===== src/rtl/seq_pattern_tx_if.sv =====
// Serial pattern transmitter bus: request inputs and serial/status outputs.
// Master drives the request side, slave is the transmitter.
interface seq_pattern_tx_if #(
  parameter int PAT_W = 4,
  parameter int CNT_W = 8
);
  logic             start;
  logic             abort;
  logic [PAT_W-1:0] pat_in;
  logic [CNT_W-1:0] reps;
  logic             dout;
  logic             dvalid;
  logic             busy;
  logic             done;
  logic [1:0]       pst;

  modport master (
    output start, abort, pat_in, reps,
    input  dout, dvalid, busy, done, pst
  );

  modport slave (
    input  start, abort, pat_in, reps,
    output dout, dvalid, busy, done, pst
  );
endinterface


===== src/rtl/seq_pattern_tx.sv =====
// Serial pattern transmitter: shifts a latched pattern out MSB-first, N times.
// Define SEQ_TX_GAP_EN to insert one idle GAP cycle between repetitions.
module seq_pattern_tx #(
  parameter int PAT_W = 4,
  parameter int CNT_W = 8
) (
  input  logic clk,
  input  logic rst,
  seq_pattern_tx_if.slave bus
);

  typedef enum logic [1:0] {
    IDLE  = 2'b00,
    SHIFT = 2'b01,
    GAP   = 2'b10,
    DONE  = 2'b11
  } state_t;

  localparam int BW = (PAT_W > 2) ? $clog2(PAT_W) : 1;
  localparam logic [BW-1:0] LAST = BW'(PAT_W - 1);

  state_t           r_state;
  logic [PAT_W-1:0] r_pat;
  logic [PAT_W-1:0] r_sr;
  logic [BW-1:0]    r_bit;
  logic [CNT_W-1:0] r_rep;
  logic             r_dout;
  logic             r_dvalid;
  logic             r_busy;
  logic             r_done;

  always_ff @(posedge clk or negedge rst) begin
    if (!rst) begin
      r_state  <= IDLE;
      r_pat    <= '0;
      r_sr     <= '0;
      r_bit    <= '0;
      r_rep    <= '0;
      r_dout   <= 1'b0;
      r_dvalid <= 1'b0;
      r_busy   <= 1'b0;
      r_done   <= 1'b0;
    end else begin
      r_done <= 1'b0;
      case (r_state)
        IDLE: begin
          if (bus.start && bus.reps != '0) begin
            r_state  <= SHIFT;
            r_pat    <= bus.pat_in;
            r_sr     <= {bus.pat_in[PAT_W-2:0], 1'b0};
            r_bit    <= LAST;
            r_rep    <= bus.reps;
            r_dout   <= bus.pat_in[PAT_W-1];
            r_dvalid <= 1'b1;
            r_busy   <= 1'b1;
          end else begin
            r_dout   <= 1'b0;
            r_dvalid <= 1'b0;
            r_busy   <= 1'b0;
          end
        end
        SHIFT: begin
          if (bus.abort) begin
            r_state  <= IDLE;
            r_dout   <= 1'b0;
            r_dvalid <= 1'b0;
            r_busy   <= 1'b0;
          end else if (r_bit == '0) begin
            if (r_rep > CNT_W'(1)) begin
              r_rep <= r_rep - 1'b1;
`ifdef SEQ_TX_GAP_EN
              r_state  <= GAP;
              r_dout   <= 1'b0;
              r_dvalid <= 1'b0;
`else
              r_sr     <= {r_pat[PAT_W-2:0], 1'b0};
              r_bit    <= LAST;
              r_dout   <= r_pat[PAT_W-1];
              r_dvalid <= 1'b1;
`endif
            end else begin
              r_state  <= DONE;
              r_rep    <= '0;
              r_dout   <= 1'b0;
              r_dvalid <= 1'b0;
              r_done   <= 1'b1;
            end
          end else begin
            r_sr     <= {r_sr[PAT_W-2:0], 1'b0};
            r_bit    <= r_bit - 1'b1;
            r_dout   <= r_sr[PAT_W-1];
          end
        end
`ifdef SEQ_TX_GAP_EN
        GAP: begin
          if (bus.abort) begin
            r_state  <= IDLE;
            r_busy   <= 1'b0;
          end else begin
            r_state  <= SHIFT;
            r_sr     <= {r_pat[PAT_W-2:0], 1'b0};
            r_bit    <= LAST;
            r_dout   <= r_pat[PAT_W-1];
            r_dvalid <= 1'b1;
          end
        end
`endif
        DONE: begin
          r_state  <= IDLE;
          r_dout   <= 1'b0;
          r_dvalid <= 1'b0;
          r_busy   <= 1'b0;
        end
        // GAP lands here when the gap feature is compiled out
        default: begin
          r_state  <= IDLE;
          r_dout   <= 1'b0;
          r_dvalid <= 1'b0;
          r_busy   <= 1'b0;
        end
      endcase
    end
  end

  assign bus.dout   = r_dout;
  assign bus.dvalid = r_dvalid;
  assign bus.busy   = r_busy;
  assign bus.done   = r_done;
  assign bus.pst    = r_state;

endmodule


===== src/flat_wrapper.sv =====
// flat-port wrapper written by rule: the top's interface ports become plain ports
module seq_pattern_tx_flat 
#(
  parameter int PAT_W = 4,
  parameter int CNT_W = 8
)
  (clk, rst, bus_start, bus_abort, bus_pat_in, bus_reps, bus_dout, bus_dvalid, bus_busy, bus_done, bus_pst);
  seq_pattern_tx_if #(.PAT_W(PAT_W), .CNT_W(CNT_W)) bus_i ();
  input  logic clk;
  input  logic rst;
  input wire logic [$bits(bus_i.start)-1:0] bus_start;
  input wire logic [$bits(bus_i.abort)-1:0] bus_abort;
  input wire logic [$bits(bus_i.pat_in)-1:0] bus_pat_in;
  input wire logic [$bits(bus_i.reps)-1:0] bus_reps;
  output wire logic [$bits(bus_i.dout)-1:0] bus_dout;
  output wire logic [$bits(bus_i.dvalid)-1:0] bus_dvalid;
  output wire logic [$bits(bus_i.busy)-1:0] bus_busy;
  output wire logic [$bits(bus_i.done)-1:0] bus_done;
  output wire logic [$bits(bus_i.pst)-1:0] bus_pst;
  assign bus_i.start = bus_start;
  assign bus_i.abort = bus_abort;
  assign bus_i.pat_in = bus_pat_in;
  assign bus_i.reps = bus_reps;
  assign bus_dout = bus_i.dout;
  assign bus_dvalid = bus_i.dvalid;
  assign bus_busy = bus_i.busy;
  assign bus_done = bus_i.done;
  assign bus_pst = bus_i.pst;
  seq_pattern_tx #(.PAT_W(PAT_W), .CNT_W(CNT_W)) u_core (.clk(clk), .rst(rst), .bus(bus_i));
endmodule

===== config.mk =====
export PLATFORM = sky130hd
export DESIGN_NAME = seq_pattern_tx_flat
export DESIGN_NICKNAME = d
export VERILOG_FILES = /design/src/rtl/seq_pattern_tx_if.sv /design/src/rtl/seq_pattern_tx.sv /design/src/flat_wrapper.sv
export SDC_FILE = /design/constraint.sdc
export NUM_CORES = 1
export LEC_CHECK = 0
export ABC_CLOCK_PERIOD_IN_PS = 3300
export CAP_MARGIN = 40
export CORE_MARGIN = 2
export CORE_UTILIZATION = 52
export DETAILED_ROUTE_END_ITERATION = 16
export DONT_BUFFER_PORTS = 1
export GPL_TIMING_DRIVEN = 0
export PLACE_DENSITY = 0.68
export SETUP_SLACK_MARGIN = 0.05
export SKIP_CTS_REPAIR_TIMING = 1
export SLEW_MARGIN = 20
export SYNTH_ARGS = -nofsm -noshare
export SYNTH_HDL_FRONTEND = slang
export SYNTH_SLANG_ARGS = --single-unit

===== constraint.sdc =====
create_clock -name clk -period 3.3 [get_ports clk]
set_input_delay 0.66 -clock clk [delete_from_list [all_inputs] [get_ports clk]]
set_output_delay 0.66 -clock clk [all_outputs]
set_load 0.01 [all_outputs]

==> results of run 1 <==
[registers in the layout, summed over array words and instances, names as in the netlist]
register	cells
u_core.r_rep	8
u_core.bus.busy	1
u_core.bus.dout	1
u_core.r_bit	2
u_core.r_sr	3
u_core.bus.done	1
u_core.bus.pst	2
u_core.bus.dvalid	1
u_core.r_pat	4
[report_power, final]
group	internal [mW]	switching [mW]	total [mW]	leakage, nW
registers	0.367	0.0793	0.446	0.279
logic	0.161	0.180	0.341	0.317
clock network	0.0463	0.0896	0.136	0.0139
[cell families after synthesis]
kind of cell    after synthesis  synth area share [%]
simple gates                 40                  16.9
compound gates               37                  22.7
flops                        23                  44.4
buf+inv                      18                  5.79
mux                           9                  7.43
fa+ha+maj                     3                  2.89
[layout make-up]
| type | instances | area, sq um | area share (%) |
|---|---|---|---|
| clock buffers | 3 | 22.5 | 1.64 |
| inverters | 10 | 37.5 | 2.73 |
| flip-flops and latches | 23 | 576 | 41.9 |
| well taps | 30 | 37.5 | 2.73 |
| repair buffers | 1 | 10.0 | 0.728 |
| clock inverters | 1 | 7.51 | 0.546 |
| multi-input cells | 89 | 647 | 47.0 |
| plain buffers | 8 | 37.5 | 2.73 |
[critical path, cell delays in order, from the launching register on]
cell	delay [ns]
dfrtp_1	0.40
inv_1	0.07
ha_1	0.14
clkbuf_1	0.30
inv_1	0.13
o41ai_1	0.34
nor2b_1	0.17
buf_4	0.17
mux2_1	0.32
[how the worst max path moves through the flow]
| stage | from | endpoint | slack (ns) | cells after the start |
|---|---|---|---|---|
| 2_1_floorplan | bus_reps[1] | u_core.r_rep[4] | 1.23 | 5 |
| 3_3_place_gp | bus_reps[1] | u_core.r_rep[4] | 0.88 | 5 |
| 3_5_place_dp | bus_reps[1] | u_core.r_rep[4] | 0.91 | 5 |
| 4_1_cts | u_core.r_bit[0] | u_core.r_bit[1] | 1.15 | 8 |
| 5_1_grt | u_core.r_bit[0] | u_core.r_rep[5] | 0.99 | 8 |
| 6_report | u_core.r_bit[0] | u_core.r_bit[1] | 1.17 | 8 |
[layer usage]
| metal | global-route usage [%] | share of wire, % | vias to the layer above |
|---|---|---|---|
| li1 | - | - | 475 |
| met1 | 28.6 | 46 | 504 |
| met2 | 35.0 | 46 | 36 |
| met3 | 5.00 | 7.0 | 4 |
| met4 | 8.55 | 1.1 | 0 |
| met5 | 0 | 0 | - |
[cell usage after synthesis, drive strengths merged]
cell / number
ha: 3
or4: 2
buf: 4
o22ai: 4
nor3b: 2
nor3: 4
a21o: 2
or3: 2
mux2: 5
nor4: 2
o21ai: 6
nand2: 10
a22o: 7
o41ai: 2
o31ai: 4
nor2: 8
a21oi: 5
inv: 10
a2bb2oi: 2
nand2b: 2
dfrtp: 23
clkbuf: 4
o2111ai: 1
a21boi: 1
nor2b: 2
mux2i: 4
or2: 3
a31oi: 1
nand3: 1
a2111oi: 1
and2b: 2
o211ai: 1
[layout by cell type (no fill, tap or decap), types with 3 or more instances in the layout]
master,instances
dfrtp_1,23
inv_1,10
nand2_1,10
nor2_1,8
o21ai_0,6
a22o_1,6
a21oi_1,5
clkbuf_1,4
nor3_1,4
o22ai_1,4
mux2i_1,4
buf_2,3
or2_2,3
o31ai_1,3
mux2_2,3
ha_1,3
clkbuf_4,3
==> metrics.md, run 1 <==
| Metric | Value |
|---|---|
| TritonCTS Buffers | 3 |
| Crit-path max FO | 7 |
| Post-route setup slack | 1.17 ns |
| # IOs | 22 |
| Worst rel slew slack | 51.5% |
| Yosys warns | 0 |
| Port Buffer Count | 0 |
| Die Ht | 54.0 um |
| DR vias | 1019 |
| Layout cells sized above 1 | 16.3% |
| Area Growth Syn to Fin | 5.98% |
| GP Congestion | 0.850 |
| Leakage | 0.610 nW |
| Maximum clock frequency | 470 MHz |
| Pin count of the biggest net entering global routing | 24 |
| DR WL/cell | 16.5 um |
| Die X | 54.0 um |
| CP Capture Type | flop |
| Initial antenna violation count | 0 |
| Reg2reg end | u_core.r_bit[1] |
| Post-synth top area cell | dfrtp_1 |
| Final Setup Violations | 0 |
| Antenna-violating nets left | 0 |
| Count of state elements after synthesis | 23 |
| Critical path class | reg2reg |
| Fin area | 1380 sq um |
| CTS max path bufs | 2 |
| Routed WL | 2720 um |
| DRT Pass-1 Iters | 4 |
| Ranking of synthesized cells by area | dfrtp_1 (44%), a22o_1 (4.1%), mux2i_1 (3.1%) |
| Final cell count without fillers | 165 |
| Total track usage | 21.9% |
| Final net count | 155 |
| Slew Viols, Final | 0 |
| Synth cell types | 38 |
| Hold Vio Cnt, Final | 0 |
| Area share of the largest cell type after synthesis | 44.4% |
| Clock Pin Slew Worst Setup and Hold Paths | 0.13 ns |
| Slew @ Worst Pin | 0.721 ns |
| Crit path DAT | 2.34 ns |
| Post-route DRC | 0 |
| Syn_nets | 149 |
| DP Cell Count | 160 |
| CTS tree | done |
| Crit path required time | 3.51 ns |
| First-pass GRT wire length | 4550 um |
| Final Util | 57.1% |
| Vias per Instance | 6.18 |
| Seq/Total Area, Yosys | 44.4% |
| Power Density | 671 nW/um^2 |
| Cell Area, Synth | 1300 sq um |
| Htree depth | 1 |
| Vias in the first global route | 990 |
| Max-cap violations | 0 |
| Startpoint types | flop |
| DP Worst Slack | 0.908 ns |
| Worst hold path type | in2async |
| VDD IR-drop max | 0.416 mV |
| DP HPWL | 2010 um |
| Tmin final | 2.13 ns |
| Final worst path period share | 64.5% |
| First DRT Iteration DRCs | 26 |
| Synth Instances | 130 |
| Fill cells | 222 |
| Syn Area/Cell | 9.98 sq um |
| RSZ-0062 raised after global routing | no |
| Worst Skew | 0.000699 ns |
| Hold WS | 0.0159 ns |
| R2R cell count | 8 |
| R2r startpoint | u_core.r_bit[0] |
| Placed Area | 1340 sq um |
| Row count | 18 |
| Die ar. | 2910 sq um |
| Grt total ovfl | 0 |
| Total power | 0.923 mW |
| Setup slack, reg-to-reg | 1.17 ns |
| CTS root buffer | clkbuf_4 |
| Clk_lat worst skew | 0.31 ns |
| Setup tns final | 0 ns |
| # diodes | 0 |
| Clock sink count | 23 |
| Initial Util | 53.8% |
| Status | finished, final reports clean |
| Core box area | 2410 sq um |
No activity file was read; power rests on OpenSTA's default activity.
==> run 2: changes to the inputs <==
Settings changed: ABC_CLOCK_PERIOD_IN_PS 3300 to 2000.
Clock period 3.3 ns to 2 ns, I/O delays scaled along.
==> run 2 against run 1 <==
- critical path depth shrank 3
- final area grew 8.7%
- count of clock-buffer cells in the layout is the same
- core utilization grew 5.0 points
- die area is the same
- sequential power grew 66%
- cell count grew 4.2%
- sequential share of layout area shrank 3.3 points
- maximum frequency grew 11%
- routed wire length grew 5.2%
- clock power grew 65%
- critical endpoint unchanged
- largest cell class unchanged
==> metrics.md, run 2 (synthesis gave the netlist of run 1 again) <==
| Metric | Value |
|---|---|
| Final cell count without fillers | 172 (+4.2%) |
| Final net count | 162 (+4.5%) |
| Met1 Resource Use GR | 28.6% (unchanged) |
| DP HPWL | 2010 um (unchanged) |
| DP Worst Slack | -0.132 ns (-1.04 ns) |
| Pin count of the biggest net entering global routing | 24 (unchanged) |
| Post-route DRC | 0 (unchanged) |
| TritonCTS Buffers | 3 (unchanged) |
| Vias in the first global route | 990 (unchanged) |
| Largest stage delay, worst path | 0.59 ns (+0.19 ns) |
| Placed Area | 1340 sq um (unchanged) |
| Critical path class | reg2reg |
| CTS root buffer | clkbuf_4 |
| Commonest non-fill, non-tap cell in the layout | dfrtp_1 |
| Most frequent cells in the layout | dfrtp_1 (22), inv_1 (10), nand2_1 (10) |
| Core box area | 2410 sq um (unchanged) |
| CTS tree | done |
| Initial Util | 53.8% (unchanged) |
| Worst rel slew slack | 48.8% (-2.7 points) |
| Power Density | 1110 nW/um^2 (+66%) |
| # diodes | 0 (unchanged) |
| Crit-path max FO | 5 (-2) |
| Leakage | 0.671 nW (+10%) |
| Final worst path period share | 96.3% (+32 points) |
| Final Util | 62.0% (+5.0 points) |
| Fill cells | 213 (-4.1%) |
| GR Layer Usage met3 | 5.00% (unchanged) |
| CTS max path bufs | 2 (unchanged) |
| GR peak layer | met2 |
| DRT Pass-1 Iters | 4 (unchanged) |
| Clock sink count | 23 (unchanged) |
| CP Cell Sequence | or4_4 > o41ai_2 > nor2b_1 > buf_4 > mux2_4 |
| Tmin final | 1.93 ns (-0.203 ns) |
| GP Congestion | 0.850 (unchanged) |
| Hold WS | 0.177 ns (+0.162 ns) |
| Hold Vio Cnt, Final | 0 (unchanged) |
| First-pass GRT wire length | 4550 um (unchanged) |
| Met2 Track Usage GR | 35.0% (unchanged) |
| Area Growth Syn to Fin | 15.2% |
| Slew @ Worst Pin | 0.761 ns (+0.0400 ns) |
| Clk_lat worst skew | 0.32 ns (about the same) |
| Startpoint types | flop |
| # IOs | 22 (unchanged) |
| Die ar. | 2910 sq um (unchanged) |
| DR WL/cell | 16.6 um (+0.90%) |
| Routed WL | 2860 um (+5.2%) |
| DP Cell Count | 160 (unchanged) |
| Initial antenna violation count | 0 (unchanged) |
| CP Capture Type | flop |
| Worst Skew | 0.00362 ns (+0.00292 ns) |
| Grt total ovfl | 0 (unchanged) |
| Largest Register | u_core.r_rep |
| First DRT Iteration DRCs | 17 (-35%) |
| Layout cells sized above 1 | 28.9% (+13 points) |
| Final Setup Violations | 0 (unchanged) |
| Maximum clock frequency | 519 MHz (+11%) |
| RSZ-0062 raised after global routing | yes |
| Vias per Instance | 6.16 (-0.21%) |
| Slew Viols, Final | 0 (unchanged) |
| Row count | 18 (unchanged) |
| Crit path DAT | 2.15 ns (-0.19 ns) |
| Crit path required time | 2.22 ns (-1.29 ns) |
| Antenna-violating nets left | 0 (unchanged) |
| DR vias | 1060 (+4.0%) |
| VDD IR-drop max | 0.724 mV (+74%) |
| Fin area | 1500 sq um (+8.7%) |
| Total track usage | 21.9% (unchanged) |
| Post-route setup slack | 0.0736 ns (-1.10 ns) |
| Htree depth | 1 (unchanged) |
| Port Buffer Count | 0 (unchanged) |
| Die Ht | 54.0 um (unchanged) |
| Worst hold path type | in2reg |
| Status | finished, final reports clean |
| Max-cap violations | 0 (unchanged) |
| Die X | 54.0 um (unchanged) |
| Slowest CP cell | or4_4 |
| Largest regs | u_core.r_rep (8), u_core.r_pat (4), u_core.r_sr (3) |
| Clock Pin Slew Worst Setup and Hold Paths | 0.14 ns (about the same) |
| Max FFs per register | 8 (unchanged) |
## run 2: final timing paths
kind	start	to	slack, ns	cells past startpoint
setup / recovery	u_core.r_rep[3]	u_core.r_bit[1]	0.07	5
hold / removal	bus_abort	u_core.bus.dout	0.18	1
setup reg to reg	u_core.r_rep[3]	u_core.r_bit[1]	0.07	5
hold reg to reg	u_core.r_pat[1]	u_core.r_pat[1]	0.52	1
max in group asynchronous	rst	u_core.r_rep[4]	1.35	2
min in group asynchronous	rst	u_core.r_pat[3]	0.49	2
## run 2: layout make-up
class | instances | area [sq um] | area share (%)
timing repair buffer | 9 | 82.6 | 5.52
buffer | 7 | 36.3 | 2.43
clock inverter | 1 | 7.51 | 0.502
sequential | 23 | 577 | 38.6
clock buffer | 3 | 22.5 | 1.51
tap | 30 | 37.5 | 2.51
multi-input combinational | 89 | 694 | 46.4
inverter | 10 | 37.5 | 2.51
## run 2: per-stage QoR
| step | setup TNS [ns] | power [mW] |
|---|---|---|
| 2_1_floorplan | 0 | 1.18 |
| 3_3_place_gp | -1.02 | 1.27 |
| 3_5_place_dp | -0.906 | 1.30 |
| 4_1_cts | -0.767 | 1.52 |
| 5_1_grt | 0 | 1.78 |
| 6_report | 0 | 1.66 |
## run 2: layer usage
metal / routed length, um / share of wire, % / vias up
li1: - / - / 493
met1: 1310 / 46 / 517
met2: 1330 / 46 / 46
met3: 194 / 6.8 / 4
met4: 31 / 1.1 / 0
met5: 0 / 0 / -
## run 2: where the power goes
group / internal, mW / leakage, nW / switching (mW)
Sequential: 0.607 / 0.278 / 0.132
Combinational: 0.355 / 0.379 / 0.344
Clock: 0.0763 / 0.0139 / 0.149
## run 2: critical path, delay by kind of cell, from the launching register on
kind	cells	cell delay, ns
buffers and inverters	1	0.15
AND/OR/NAND/NOR	2	0.75
flip-flops	1	0.43
AO/OA/AOI/OAI	1	0.19
multiplexers	1	0.30
==> run 3: changes to the inputs <==
Settings changed: CAP_MARGIN 40 to 25, CORE_UTILIZATION 52 to 55, PLACE_DENSITY 0.68 to 0.71.
==> run 3 against run 2 <==
- clock skew down 0.0018 ns
- maximum frequency up 0.29%
- core utilization up 4.6 points
- hold slack worse by 0.020 ns
- sequential cell count unchanged
- combinational power down 4.6%
- register-to-register slack about the same
- cell count down 1.2%
==> metrics.md, run 3 (synthesis gave the netlist of run 1 again) <==
| Metric | Value |
|---|---|
| Maximum clock frequency | 521 MHz (+0.29%) |
| Final worst path period share | 96.0% (-0.28 points) |
| CTS tree | done |
| Power Density | 1100 nW/um^2 (-1.2%) |
| Commonest non-fill, non-tap cell in the layout | dfrtp_1 |
| CTS root buffer | clkbuf_4 |
| # IOs | 22 (unchanged) |
| Post-route DRC | 0 (unchanged) |
| DP HPWL | 1930 um (-3.8%) |
| Htree depth | 1 (unchanged) |
| Row count | 17 (-1) |
| Layout cells sized above 1 | 27.5% (-1.4 points) |
| Antenna-violating nets left | 0 (unchanged) |
| DR vias | 1035 (-2.4%) |
| Slew @ Worst Pin | 0.768 ns (+0.00732 ns) |
| Vias per Instance | 6.09 (-1.2%) |
| Setup slack, reg-to-reg | 0.08 ns (about the same) |
| Initial Util | 58.7% (+4.8 points) |
| Final net count | 162 (unchanged) |
| Vias in the first global route | 995 (+0.51%) |
| Placed Area | 1330 sq um (-0.19%) |
| Total track usage | 22.6% (+0.70 points) |
| Pin count of the biggest net entering global routing | 24 (unchanged) |
| First-pass GRT wire length | 4530 um (-0.61%) |
| Routed WL | 2740 um (-4.3%) |
| Worst hold path type | in2reg |
| DP Worst Slack | -0.142 ns (-0.0101 ns) |
| DP Cell Count | 158 (-1.3%) |
| Setup tns final | 0 ns (unchanged) |
| CP Capture Type | flop |
| Tmin final | 1.92 ns (-0.00564 ns) |
| Crit path required time | 2.22 ns (about the same) |
| Die Ht | 52.6 um (-2.6%) |
| Leakage | 0.669 nW (-0.27%) |
| Die X | 52.6 um (-2.6%) |
| VDD IR-drop max | 0.818 mV (+13%) |
| GP Congestion | 0.824 (-3.1%) |
| RSZ-0062 raised after global routing | yes |
| Final cell count without fillers | 170 (-1.2%) |
| Crit path DAT | 2.14 ns (about the same) |
| Final Setup Violations | 0 (unchanged) |
| Startpoint types | flop |
| Max FFs per register | 8 (unchanged) |
| Hold WS | 0.157 ns (-0.0204 ns) |
| Crit-path max FO | 5 (unchanged) |
| DRT Pass-1 Iters | 5 (+1) |
| Worst Skew | 0.00181 ns (-0.00181 ns) |
| Clock sink count | 23 (unchanged) |
| Post-route setup slack | 0.0793 ns (+0.00564 ns) |
| Largest Register | u_core.r_rep |
| Hold Vio Cnt, Final | 0 (unchanged) |
| # diodes | 0 (unchanged) |
| Die ar. | 2760 sq um (-5.1%) |
| Most frequent cells in the layout | dfrtp_1 (22), inv_1 (10), nand2_1 (10) |
| Core box area | 2210 sq um (-8.2%) |
| Status | finished, final reports clean |
| Clock Pin Slew Worst Setup and Hold Paths | 0.13 ns (about the same) |
| CTS max path bufs | 2 (unchanged) |
| Grt total ovfl | 0 (unchanged) |
| Fin area | 1480 sq um (-1.3%) |
| DR WL/cell | 16.1 um (-3.2%) |
| First DRT Iteration DRCs | 30 (+13) |
| Port Buffer Count | 0 (unchanged) |
| Area Growth Syn to Fin | 13.7% |
| Worst rel slew slack | 48.3% (-0.49 points) |
| Largest regs | u_core.r_rep (8), u_core.r_pat (4), u_core.r_sr (3) |
| Initial antenna violation count | 0 (unchanged) |
| Clk_lat worst skew | 0.32 ns (about the same) |
| Critical path class | reg2reg |
| Slew Viols, Final | 0 (unchanged) |
| TritonCTS Buffers | 3 (unchanged) |
| Max-cap violations | 0 (unchanged) |
[run 3: routing by layer]
layer / GRT usage (%) / share of wire (%) / vias up
met4: 7.69 / 1.6 / 0
met1: 32.5 / 44 / 494
met2: 33.5 / 46 / 42
met3: 4.86 / 7.6 / 6
met5: 0 / 0 / -
li1: - / - / 493
[run 3: final timing paths]
path	to	startpoint	cells after the start
max	u_core.r_sr[1]	u_core.r_rep[4]	5
min	u_core.bus.dout	bus_abort	1
max reg2reg	u_core.r_sr[1]	u_core.r_rep[4]	5
min reg2reg	u_core.r_pat[1]	u_core.r_pat[1]	1
max in group asynchronous	u_core.r_rep[4]	rst	2
min in group asynchronous	u_core.bus.pst[1]	rst	2
[run 3: worst max-delay path: stages, from the launching register on]
cell and delay (ns):
dfrtp_2 0.44, or4_4 0.58, o41ai_2 0.19, nor2b_2 0.19, buf_6 0.12, mux2_4 0.30
[run 3: layout make-up]
type	count	area (sq um)
inverters	10	37.5
plain buffers	7	38.8
clock inverters	1	7.51
well taps	28	35.0
multi-input cells	89	674
fillers	194	737
repair buffers	9	82.6
clock buffers	3	22.5
flip-flops and latches	23	577
[run 3: where the power goes]
| part | internal (mW) | leakage (nW) | switching (mW) |
|---|---|---|---|
| clock network | 0.0764 | 0.0139 | 0.148 |
| registers | 0.607 | 0.278 | 0.123 |
| logic | 0.332 | 0.377 | 0.335 |
| total | 1.02 | 0.669 | 0.606 |
[run 3: through the flow]
stage / power (mW) / utilization [%]
after detailed placement: 1.29 / 60.2
after floorplan: 1.18 / -
after CTS: 1.52 / 61.6
after global placement: 1.27 / 60.2
final: 1.62 / 66.7
after global routing: 1.74 / 66.7
==> RTL change: new RTL, settings of run 1 <==
`PAT_W` is set to 4 in 3 places; all go to 8.
--- a/src/rtl/seq_pattern_tx_if.sv
+++ b/src/rtl/seq_pattern_tx_if.sv
@@ -2,5 +2,5 @@
 // Master drives the request side, slave is the transmitter.
 interface seq_pattern_tx_if #(
-  parameter int PAT_W = 4,
+  parameter int PAT_W = 8,
   parameter int CNT_W = 8
 );
--- a/src/rtl/seq_pattern_tx.sv
+++ b/src/rtl/seq_pattern_tx.sv
@@ -2,5 +2,5 @@
 // Define SEQ_TX_GAP_EN to insert one idle GAP cycle between repetitions.
 module seq_pattern_tx #(
-  parameter int PAT_W = 4,
+  parameter int PAT_W = 8,
   parameter int CNT_W = 8
 ) (
--- a/src/flat_wrapper.sv
+++ b/src/flat_wrapper.sv
@@ -2,5 +2,5 @@
 module seq_pattern_tx_flat 
 #(
-  parameter int PAT_W = 4,
+  parameter int PAT_W = 8,
   parameter int CNT_W = 8
 )
Interface: changed (resized bus_pat_in); port bits go from 22 to 26. The function was not compared with the original's and may differ.
==> RTL change against run 1 <==
- count of clock-buffer cells in the layout up 3
- critical path depth unchanged
- area after synthesis up 34%
- cell area up 35%
- total power up 36%
- sequential cell count up 9
- routed wire length up 29%
- worst setup slack worse by 0.12 ns
- critical endpoint is now u_core.r_rep[7]$_DFFE_PN0P_
==> RTL change: results (changes against run 1) <==
Route
  • DR WL/cell: 16.1 um (was 16.5 um)
  • M1 wire length: 1650 um (was 1240 um)
  • Initial DRC count: 79 (was 26)
  • Via count: 1300 (was 1019)
  • Metal3 WL: 209 um (was 190 um)
  • Met2 wire len: 1620 um (was 1260 um)

Global routing
  • Pin count of the biggest net entering global routing: 33 (was 24)
  • Global-route usage over all layers: 20.1% (was 21.9%)
  • First-pass GRT wire length: 5550 um (was 4550 um)
  • M3 GR Usage: 5.18% (was 5.00%)
  • GR met1 Demand/Resource: 25.4% (was 28.6%)
  • Vias in the first global route: 1248 (was 990)
  • Met2 usage: 32.3% (was 35.0%)
  • Initial antenna violation count: 0 (unchanged)

Synthesis
  • Cells taking the most area after synthesis: dfrtp_1, mux2_2, mux2_4, nand2_1, a22o_1 (was dfrtp_1, a22o_1, mux2i_1, ha_1, inv_1)
  • Mux contribution to synthesized area: 12.5% (was 7.43%)
  • Synth cell count leaders: dfrtp_1, nand2_1, nor2_1 (was dfrtp_1, inv_1, nand2_1)
  • Syn Area/Cell: 10.4 sq um (was 9.98 sq um)
  • Post-synthesis adder-cell area fraction: 2.88% (was 2.89%)
  • Synth Area in Compound Gates: 16.7% (was 22.7%)
  • Distinct cells, synth: 36 (was 38)
  • Net Count, Synth: 191 (was 149)
  • Async SR Flop Fraction: 100% (unchanged)
  • Seq/Total Area, Yosys: 46.1% (was 44.4%)

Clock tree
  • H-tree Lvls: 2 (was 1)
  • Inserted Clock Buffers: 5 (was 3)
  • Clock Pin Slew Worst Setup and Hold Paths: 0.10 ns (was 0.13 ns)
  • Clk_lat worst skew: 0.33 ns (was 0.31 ns)

Outcome
  • Status: finished, final reports clean (unchanged)

Finish
  • Top Registers: u_core.r_pat (8), u_core.r_rep (8), u_core.r_sr (7) (was u_core.r_rep (8), u_core.r_pat (4), u_core.r_sr (3))
  • Final cell count without fillers: 219 (was 165)
  • NumNets Final: 199 (was 155)
  • # diodes: 0 (unchanged)
  • Share of cells above drive strength 1: 20.6% (was 16.3%)

Setup path
  • Worst path arrival time: 2.51 ns (was 2.34 ns)
  • CP max stage cell: nor3_2 (was dfrtp_1)
  • Worst path max stage delay: 0.51 ns (was 0.40 ns)
  • RR Endpoint: u_core.r_rep[7]$_DFFE_PN0P_ (was u_core.r_bit[1]$_DFFE_PN0P_)
  • Crit path max fanout: 10 (was 7)
  • Reg2reg setup slack: 1.05 ns (was 1.17 ns)
  • Worst reg2reg path depth: 8 (unchanged)

Pwr
  • Worst-case vdd ir drop: 0.000327 V (was 0.000416 V)
  • Lkg Pwr: 0.000817 uW (was 0.000610 uW)

STA
  • Fmax: 445 MHz (was 470 MHz)
  • Worst Max-Slew Pin Slew: 0.613 ns (was 0.721 ns)
  • Clk_skew: 0.00926 ns (was 0.000699 ns)
  • Hold Worst Slack: 0.142 ns (was 0.0159 ns)

Place
  • Area post-placement: 1790 sq um (was 1340 sq um)
  • RePlAce Congestion: 0.798 (was 0.850)
  • Placed Instances: 211 (was 160)
  • Dpl hpwl: 2500 um (was 2010 um)
  • Dpl ws: 0.828 ns (was 0.908 ns)
==> RTL change: cell types whose count changed in the layout (fill, tap and decap cells not counted), sizes merged, moves of 6 or more <==
cell,change
clkbuf,+6
mux2,+12
nand2,+14
nor2,+6
dfrtp,+9
==> RTL change: final cells by class <==
type / count / area, sq um
buffer: 10 / 47.5
sequential: 32 / 801
clock inverter: 1 / 5.00
clock buffer: 6 / 41.3
tap: 44 / 55.1
fill: 287 / 1240
multi-input combinational: 120 / 870
inverter: 5 / 18.8
timing repair buffer: 1 / 20.0
==> RTL change: worst max-delay path: cells and delay by family, from the launching register on <==
kind,cells,cell delay (ns)
AOI/OAI and AO/OA,1,0.22
and+or+nand+nor,3,0.76
adders and majority gates,1,0.16
DFF,1,0.39
buffers and inverters,3,0.65
==> RTL change: power breakdown <==
group / internal (uW) / switching, uW
registers: 510 / 103
clock network: 78.4 / 126
logic: 224 / 215
